## src/rtl/keypad_command_decoder.sv

```systemverilog
// keypad_command_decoder: scans a 4x4 active-low matrix keypad, synchronises and
// debounces the row returns, and emits one registered strobe per accepted press
// together with start_on / start_off command pulses for the light controller.
module keypad_command_decoder #(
   parameter int         CLK_DIV      = 16,
   parameter int         DEBOUNCE_CNT = 3,
   parameter logic [3:0] KEY_ON       = 4'hA,
   parameter logic [3:0] KEY_OFF      = 4'hB
) (
   input  logic       clk,
   input  logic       reset,
   input  logic [3:0] row,
   output logic [3:0] col,
   output logic       keypad,
   output logic       start_on,
   output logic       start_off,
   output logic [3:0] key_code,
   output logic       key_valid
);

   localparam int DW = (CLK_DIV > 2) ? $clog2(CLK_DIV) : 1;
   localparam int CW = (DEBOUNCE_CNT > 1) ? $clog2(DEBOUNCE_CNT + 1) : 1;
   localparam logic [DW-1:0] DIV_LAST = DW'(CLK_DIV - 1);
   localparam logic [CW-1:0] DB_LAST  = CW'(DEBOUNCE_CNT);
   localparam logic [3:0]    ONE_HOT  = 4'b0001;

   typedef enum logic [1:0] {SCAN, DEBOUNCE, PRESSED, RELEASE} state_t;

   state_t          state, state_n;
   logic [1:0][3:0] sync_q;          // [0] first stage, [1] = rs
   logic [3:0]      rs;
   logic [DW-1:0]   div_cnt;
   logic            tick;
   logic [1:0]      col_idx, col_n;
   logic [3:0]      lrow, lrow_n;
   logic [CW-1:0]   dcnt, dcnt_n, dcnt_inc;
   logic [1:0]      row_idx;
   logic [3:0]      code_n;
   logic            accept, done;

   assign rs       = sync_q[1];
   assign tick     = (div_cnt == DIV_LAST);
   assign dcnt_inc = dcnt + CW'(1);
   assign col      = ~(ONE_HOT << col_idx);
   assign code_n   = {row_idx, col_idx};

   // two-flop synchroniser on the asynchronous row returns
   always_ff @(posedge clk or negedge reset) begin
      if (!reset) sync_q <= {4'hF, 4'hF};
      else        sync_q <= {sync_q[0], row};
   end

   // scan tick divider, wraps at CLK_DIV-1
   always_ff @(posedge clk or negedge reset) begin
      if (!reset)    div_cnt <= '0;
      else if (tick) div_cnt <= '0;
      else           div_cnt <= div_cnt + DW'(1);
   end

   // lowest-index low row of the latched pattern wins
   always_comb begin
      row_idx = 2'd0;
      for (int i = 3; i >= 0; i--)
         if (!lrow[i]) row_idx = 2'(i);
   end

   // next-state logic; every change is gated by the scan tick
   always_comb begin
      state_n = state;
      col_n   = col_idx;
      lrow_n  = lrow;
      dcnt_n  = dcnt;
      accept  = 1'b0;
      done    = 1'b0;
      if (tick) begin
         unique case (state)
            SCAN: begin
               if (rs == 4'hF) col_n = col_idx + 2'd1;
               else begin
                  lrow_n  = rs;
                  dcnt_n  = '0;
                  state_n = DEBOUNCE;
               end
            end
            DEBOUNCE: begin
               if (rs == lrow) begin
                  if (dcnt_inc == DB_LAST) begin
                     state_n = PRESSED;
                     dcnt_n  = '0;
                     accept  = 1'b1;
                  end else dcnt_n = dcnt_inc;
               end else begin
                  state_n = SCAN;
                  col_n   = col_idx + 2'd1;
               end
            end
            PRESSED: begin
               // column held; only a full release matters here
               if (rs == 4'hF) begin
                  dcnt_n  = '0;
                  state_n = RELEASE;
               end
            end
            RELEASE: begin
               if (rs == 4'hF) begin
                  if (dcnt_inc == DB_LAST) begin
                     state_n = SCAN;
                     col_n   = col_idx + 2'd1;
                     dcnt_n  = '0;
                     done    = 1'b1;
                  end else dcnt_n = dcnt_inc;
               end else state_n = PRESSED;
            end
            default: state_n = SCAN;
         endcase
      end
   end

   // FSM and scan state registers
   always_ff @(posedge clk or negedge reset) begin
      if (!reset) begin
         state   <= SCAN;
         col_idx <= 2'd0;
         lrow    <= 4'hF;
         dcnt    <= '0;
      end else begin
         state   <= state_n;
         col_idx <= col_n;
         lrow    <= lrow_n;
         dcnt    <= dcnt_n;
      end
   end

   // registered strobe, command pulses and key status
   always_ff @(posedge clk or negedge reset) begin
      if (!reset) begin
         keypad    <= 1'b0;
         start_on  <= 1'b0;
         start_off <= 1'b0;
         key_code  <= 4'h0;
         key_valid <= 1'b0;
      end else begin
         keypad    <= accept;
         start_on  <= accept && (code_n == KEY_ON);
         start_off <= accept && (code_n == KEY_OFF);
         if (accept) key_code <= code_n;
         if (accept)    key_valid <= 1'b1;
         else if (done) key_valid <= 1'b0;
      end
   end

endmodule

```

## config.mk

```make
export PLATFORM = sky130hd
export DESIGN_NAME = keypad_command_decoder
export DESIGN_NICKNAME = d
export VERILOG_FILES = /design/src/rtl/keypad_command_decoder.sv
export SDC_FILE = /design/constraint.sdc
export NUM_CORES = 1
export LEC_CHECK = 0
export CORE_MARGIN = 2
export CORE_UTILIZATION = 40
export DETAILED_ROUTE_END_ITERATION = 6
export DONT_BUFFER_PORTS = 1
export PLACE_DENSITY = 0.62
export SKIP_LAST_GASP = 1
export SYNTH_ARGS = -nofsm -noshare
export SYNTH_HDL_FRONTEND = slang
export SYNTH_SLANG_ARGS = --single-unit
```

## constraint.sdc

```tcl
create_clock -name clk -period 3.2 [get_ports clk]
set_clock_uncertainty 0.1 [all_clocks]
set_input_delay 0.48 -clock clk [delete_from_list [all_inputs] [get_ports clk]]
set_output_delay 0.48 -clock clk [all_outputs]
set_load 0.01 [all_outputs]
```

After elaboration in Yosys (flattened, before gate mapping)
Cells that the tools add are included.
{"block": "totals", "register_bits": 30, "latch_bits": 0, "mem_bits_rw": 0, "rom_bits": 0, "input_bits": 6, "output_inout_bits": 12, "wordCells": 77, "memories": 0}
{"block": "op_classes", "add_sub_neg": 3, "mul": 0, "div": 0, "order_cmp": 0, "n_eq_ne": 18, "n_shift": 1, "n_mux": 32, "bitwise": 2, "reduce_logical": 9}
{"op": "$mux W2", "n": 19}
{"op": "$eq A4 B4 Y1 const B", "n": 4}
{"op": "$pmux W2 S4", "n": 2}
{"op": "$ne A2 B2 Y1 const B", "n": 7}
{"op": "$reduce_and A5 Y1", "n": 2}
{"op": "$mux W1", "n": 9}
{"op": "$eq A2 B2 Y1 const B", "n": 3}
{"op": "$ne A3 B3 Y1 const B", "n": 2}
{"op": "$pmux W2 S3", "n": 1}
{"op": "$reduce_and A6 Y1", "n": 1}
{"op": "$add A2 B1 Y2 const B", "n": 2}
{"op": "$add A4 B1 Y4 const B", "n": 1}
{"op": "$eq A4 B4 Y1", "n": 1}
{"op": "$mux W4", "n": 1}
{"op": "$not A4 Y4", "n": 1}
{"op": "$shl A1 B2 Y4 const A", "n": 1}
{"op": "$reduce_and A3 Y1", "n": 1}
{"op": "$reduce_bool A3 Y1", "n": 1}
{"op": "$eq A2 B1 Y1 const B", "n": 1}
{"op": "$logic_and A1 B1 Y1", "n": 2}
{"op": "$logic_not A2 Y1", "n": 1}
{"op": "$reduce_bool A2 Y1", "n": 1}
{"op": "$not A1 Y1", "n": 1}

Longest topological paths before layout
Gate-level depths: netlist of run 1.
{"block": "depth", "word_depth": 8, "depth_mapped": 5, "depth_no_buf": 5}

Worst setup path after synthesis of run 1
Ideal clock, no wire load.
{"block": "synth_path", "kind": "reg-to-reg", "start": "register div_cnt[0]", "end": "register dcnt[0]", "t_arrival_ns": 1.575, "setup_slack_ns": 1.398, "stages_incl_launch_ff": 6, "period_less_slack_ns": 1.802, "cell_sequence": "dfrtp_1 ha_1 and3_2 and3_2 a211o_1 mux2_1"}
{"block": "synth_via", "elab_chain_len": 2}
{"element": "start, declared", "line": "32", "text": "logic [DW-1:0] div_cnt;"}
{"element": "start signal, assigned", "line": "57", "text": "else div_cnt <= div_cnt + DW'(1);"}
{"element": "$eq A4 B4 Y1", "line": "42", "text": "assign tick = (div_cnt == DIV_LAST);"}
{"element": "$reduce_and A5 Y1 (no line)"}
{"element": "end signal, assigned", "line": "130", "text": "dcnt <= dcnt_n;"}
{"element": "end, declared", "line": "36", "text": "logic [CW-1:0] dcnt, dcnt_n, dcnt_inc;"}
Every way passes these cells.
A chain may end at the register's enable or synchronous reset.

Final worst setup path of run 1
Same ends and word-level chain as after synthesis.

==> results of run 1 <==
-- logic make-up (layout without fill, tap and decap cells) --
kind of cell / Yosys count / after routing
adders and majority gates: 5 / 5
xor gates and xnor gates: 6 / 6
muxes: 11 / 11
DFF: 30 / 30
and+or+nand+nor: 27 / 27
AOI/OAI and AO/OA: 14 / 14
buffers and inverters: 9 / 17
-- registers in the layout, indices dropped and copies added, names as in the netlist, 2 cells and up --
name	flops
lrow	4
state	2
col_idx	2
rs	4
div_cnt	4
sync_q	4
key_code	4
dcnt	2
-- cell type report --
type	instances	area [µm²]
Clock inverter	1	5.00
Clock buffer	7	55.1
Timing Repair Buffer	2	30.0
Tap cell	44	55.1
Multi-Input combinational cell	63	517
Inverter	7	26.3
Sequential cell	30	766
Fill cell	281	1650
-- worst max-delay path, cell delays in order, from the launching register on --
cell	delay [ps]
dfrtp_1	400
ha_1	230
nand3_1	190
nor4_4	410
a211o_1	200
mux2_1	320
-- repair_timing --
item                      in CTS  in global routing
hold endpoints to repair      30                  0
hold buffers                   2                  0
setup buffers                  0                  0
-- worst paths after layout --
kind | from | end | slack [ps] | cells past startpoint
min reg2reg | sync_q[1] | rs[1] | 260 | 0
max | div_cnt[0] | dcnt[0] | 1230 | 5
min in group asynchronous | reset | key_valid | 500 | 2
max in group asynchronous | reset | rs[1] | 2260 | 2
min | row[2] | sync_q[2] | 50 | 0
max reg2reg | div_cnt[0] | dcnt[0] | 1230 | 5
-- report_power, final --
| group | internal, W | switching, W |
|---|---|---|
| Sequential | 0.000426 | 0.0000423 |
| Combinational | 0.0000603 | 0.0000677 |
| Clock | 0.000106 | 0.000116 |
-- through the flow --
step | utilization (%) | power [W]
floorplan | - | 0.000574
global placement | 44.0 | 0.000592
detailed placement | 44.0 | 0.000595
CTS | 46.9 | 0.000834
global route | 46.9 | 0.000876
finish | 46.9 | 0.000818
-- per-layer routing --
| layer | global-route usage (%) | up-vias | wire [µm] |
|---|---|---|---|
| met5 | 0 | - | 0 |
| met4 | 7.29 | 0 | 37 |
| met3 | 5.04 | 6 | 79 |
| met2 | 16.4 | 16 | 836 |
| met1 | 15.6 | 349 | 896 |
| li1 | - | 367 | - |
-- cells in the final DEF (no fill, tap or decap), drive strengths merged, types with 4 or more instances in the layout --
| cell type | n |
|---|---|
| dfrtp | 18 |
| dfstp | 12 |
| mux2 | 11 |
| inv | 7 |
| clkbuf | 7 |
| a21oi | 6 |
| xnor2 | 5 |
| ha | 5 |
| nand2 | 5 |
| nor2 | 4 |
| and3 | 4 |
==> metrics.md, run 1 <==
| Metric | Value |
|---|---|
| Routed Antenna Nets | 0 |
| Post-Synth XOR/XNOR Area | 3.98% |
| Clk Latency, worst-skew pair | roughly 320 ps |
| Static Leak | approximately 0.66 nW |
| Post-Layout Cell Count | 154 |
| Largest net degree at the start of global routing | 31 |
| Worst Tran Pin Value | roughly 390 ps |
| CP max FO | 5 |
| Synth top area cells | dfrtp_1, dfstp_2, mux2_2 |
| CTS tree | built |
| Post-Synth Adder-Cell Area | under 10% |
| Initial DRC Count | 39 |
| Post-route DRC violation count | 0 |
| Most frequent cells after synthesis | dfrtp_1, dfstp_2, mux2_2 |
| Compound-cell area share of the yosys netlist | between 6 and 7% |
| Syn nets | about 110 |
| Post-synth top area cell | dfrtp_1 |
| Crit Path Category | reg2reg |
| Vias | between 700 and 800 |
| Critical path startpoint category | flop |
| Full die area | around 3800 µm² |
| Initial antenna violation count | 0 |
| GRT Overall Usage | 11.9% |
| Arrival @ worst endpoint | 2070 ps |
| Sum of negative setup slack | 0 ps |
| Clock transition at the registers of the reported paths | about 90 ps |
| Dpl ws | between 1000 and 1500 ps |
| Initial core utilization | a little over two fifths |
| Tcrit/Tclk final | between 60 and 70% |
| Cells after Synth | ~100 |
| Yosys top cell area share | between 30% and 40% |
| Critical path endpoint category | flop |
| Largest family of logic cells by synthesized area | simple AND/OR/NAND/NOR gates |
| Vias per inst | 4.79 |
| Unrepaired setup endpoints after global routing | false |
| Cts repair resizes | 0 |
| Detailed Place HPWL | around 1400 µm |
| Syn Area/Cell | around 13 µm² |
| Mux contribution to synthesized area | 9.38% |
| Synth Flop Type | dfrtp_1 |
| Pins Over Slew Limit | 0 |
| Final #Nets | 120 |
| Fin area | 1450 µm² |
| Final setup violation count | 0 |
| Max rail drop VDD | ~0.00034 V |
| Post-Syn Area | 1320 µm² |
| Area post-placement | around 1400 µm² |
| Die height | just over 60 µm |
| Count of cell types in the netlist | 33 |
| Async set-reset flop share out of synthesis | between 90% and 100% |
| # rows | 20 |
| Core area | between 3000 and 4000 µm² |
| # port buffers | 0 |
| Seq/Total Area, Yosys | 58.0% |
| Pwr dens | 563 nW/µm² |
| Most common cell in the netlist | dfrtp_1 |
| Worst EP required | about 3300 ps |
| Clk sink count | 30 |
| Hold Crit Class | in2reg |
| GRT overflow | 0 |
| Die width | approximately 61 µm |
| Setup ws final | 1230 ps |
| Inserted Clock Buffers | 5 |
| DR WL/cell | between 10 and 15 µm |
| First-pass GRT wire length | 3150 µm |
| Synthesized flop and latch total | 30 |
| Hold Fails Final Rpt | 0 |
| # IOs | 18 |
| Simple-Gate Fraction of Synth Area | between 10 and 15% |
| Max-Cap Viols | 0 |
| Rel. slew slack | 74.0% |
| CTS H-tree depth | 2 |
| Vias in the first global route | 733 |
| Share of cells above drive strength 1 | 33.6% |
| Clock root cell | clkbuf_4 |
| Post-Route WL | approximately 1900 µm |
| Clock buffer depth | 2 |
| Area growth syn-to-layout | 10.0% |
| Status | finished, final reports clean |
| Max Clk Rate | 507 MHz |
| Worst hold slack | about 52 ps |
| EDFF count, synth | 0 |
| Minimum clock period | around 2000 ps |
| Gp weighted congestion | roughly 0.77 |
| Placed Cells | roughly 140 |
| Yosys warns | 0 |
| Detailed Routing Iterations Pass 1 | 4 |
| Diodes inserted | 0 |
No activity file was read; power rests on OpenSTA's default activity.
==> run 2, diff against run 1 <==
Clock period 3.2 ns to 1.94 ns, I/O delays scaled along.
==> run 2 against run 1 <==
Cell area grew 5.2%. Count of clock-buffer cells in the layout is the same. Total power rose by 68%. Clock power grew 66%. Core utilization grew 2.4 points. Flip-flop and latch count stayed put. Largest cell class unchanged. Critical path type unchanged.
==> metrics.md, run 2 (synthesis gave the netlist of run 1 again) <==
| Metric | Value |
|---|---|
| Status | finished, final reports clean |
| Commonest non-fill, non-tap cell in the layout | dfrtp_1 |
| Highest Signal Layer | met4 |
| Core area | 3100 µm² |
| Met2 routed WL | approximately 970 µm |
| CTS tree | built |
| # IOs | 18 |
| Area growth syn-to-layout | 15.7% |
| M1 WL | 874 µm |
| Hold Fails Final Rpt | 0 |
| Ordered cell list for the critical path | ha_2 > and3_2 > and3_2 > a211o_1 > mux2_1 |
| Initial core utilization | around 43% |
| Final setup violation count | 0 |
| Crit Path Category | reg2reg |
| Diodes inserted | 0 |
| Met3 Wirelength | about 93 µm |
| Minimum clock period | between 1500 and 2000 ps |
| Largest net degree at the start of global routing | 31 |
| Pins Over Slew Limit | 0 |
| Vias in the first global route | 803 |
| Detailed Routing Iterations Pass 1 | 4 |
| Worst EP required | just over 2000 ps |
| Max incr delay on CP | 420 ps |
| Initial antenna violation count | 0 |
| Final #Nets | 127 |
| Inserted Clock Buffers | 5 |
| Unrepaired setup endpoints after global routing | false |
| Critical path startpoint category | flop |
| Sum of negative setup slack | 0 ps |
| Worst hold slack | 259 ps |
| Full die area | about 3800 µm² |
| Clock transition at the registers of the reported paths | around 90 ps |
| # port buffers | 0 |
| GRT Overall Usage | a little over an eighth |
| First-pass GRT wire length | ~3400 µm |
| Initial DRC Count | 34 |
| Critical path endpoint category | flop |
| Detailed Place HPWL | about 1500 µm |
| GRT overflow | 0 |
| Fillers | ~280 |
| DR WL/cell | roughly 12 µm |
| Max Clk Rate | between 500 and 600 MHz |
| Clock buffer depth | 2 |
| Post-route DRC violation count | 0 |
| Top cell by count, worst path | and3_2 |
| Tcrit/Tclk final | between 90 and 100% |
| Max-Cap Viols | 0 |
| Static Leak | just under 0.7 nW |
| Clock root cell | clkbuf_4 |
| Arrival @ worst endpoint | just under 2000 ps |
| Worst Tran Pin Value | between 300 and 400 ps |
| Die height | a little over 60 µm |
| Share of cells above drive strength 1 | about 37% |
| Clk sink count | 30 |
| Worst reg-to-reg setup slack | between 80 and 90 ps |
| Gp weighted congestion | 0.758 |
| Post-Route WL | about 2000 µm |
| Die width | between 60 and 70 µm |
| Util after Layout | 49.3% |
| Rel. slew slack | roughly 74% |
| CTS H-tree depth | 2 |
| CP max FO | 5 |
| Pwr dens | between 800 and 900 nW/µm² |
| Vias per inst | between 4 and 5 |
| Crit path max-delay cell type | dfrtp_1 |
| # rows | 20 |
| Vias | between 700 and 800 |
| Clk Latency, worst-skew pair | approximately 320 ps |
| Routed Antenna Nets | 0 |
| Max rail drop VDD | approximately 0.0005 V |
| Most frequent cells in the layout | dfrtp_1, dfstp_2, mux2_2, inv_1, a21oi_1 |
| Hold Crit Class | reg2reg |
==> run 2: routing by layer <==
layer	vias to the layer above	track usage, %
met1	383	16.1
met2	17	20.1
met3	5	5.04
met5	-	0
met4	0	6.38
li1	383	-
==> run 2: area by class of cell <==
cell class	instances	area, µm²	area share [%]
flip-flops and latches	30	766	50.1
repair buffers	9	92.6	6.06
clock inverters	1	5.00	0.327
inverters	7	26.3	1.72
multi-input cells	63	529	34.6
clock buffers	7	55.1	3.60
well taps	44	55.1	3.60
==> run 2: where the power goes <==
group | total, W | switching, W | internal (W)
Sequential | 0.000764 | 0.0000620 | 0.000702
Clock | 0.000369 | 0.000194 | 0.000175
Combinational | 0.000239 | 0.000125 | 0.000114
Total | 0.00137 | 0.000381 | 0.000992
==> run 2: path summary, 6_finish.rpt <==
check                            from       to  cells after the start
setup / recovery           div_cnt[0]  dcnt[0]                      5
hold / removal              sync_q[0]    rs[0]                      0
setup reg to reg           div_cnt[0]  dcnt[0]                      5
hold reg to reg             sync_q[0]    rs[0]                      0
max in group asynchronous       reset    rs[2]                      2
min in group asynchronous       reset  dcnt[0]                      2
==> run 2: timing repair <==
item	in CTS	in global routing
buffers inserted	0	0
hold buffers	6	0
gates resized for setup	0	3
hold endpoints to repair	34	0
endpoints found under the setup margin	0	3
==> run 2: critical path, delay by kind of cell, from the launching register on <==
family	cells	cell delay, ps
adder cells (fa/ha/maj)	1	230
multiplexers	1	320
AND/OR/NAND/NOR	2	430
flip-flops	1	420
AO/OA/AOI/OAI	1	260
==> run 2: stage by stage <==
step           setup slack (ps)  power [W]  instance area (µm²)  instances
2_1_floorplan               138   0.000947                 1320        102
3_3_place_gp               87.7   0.000986                 1390        147
3_5_place_dp               48.0   0.000996                 1390        147
4_1_cts                    49.9    0.00140                 1520        161
5_1_grt                    7.26    0.00148                 1530        161
6_report                   81.6    0.00137                 1530        161
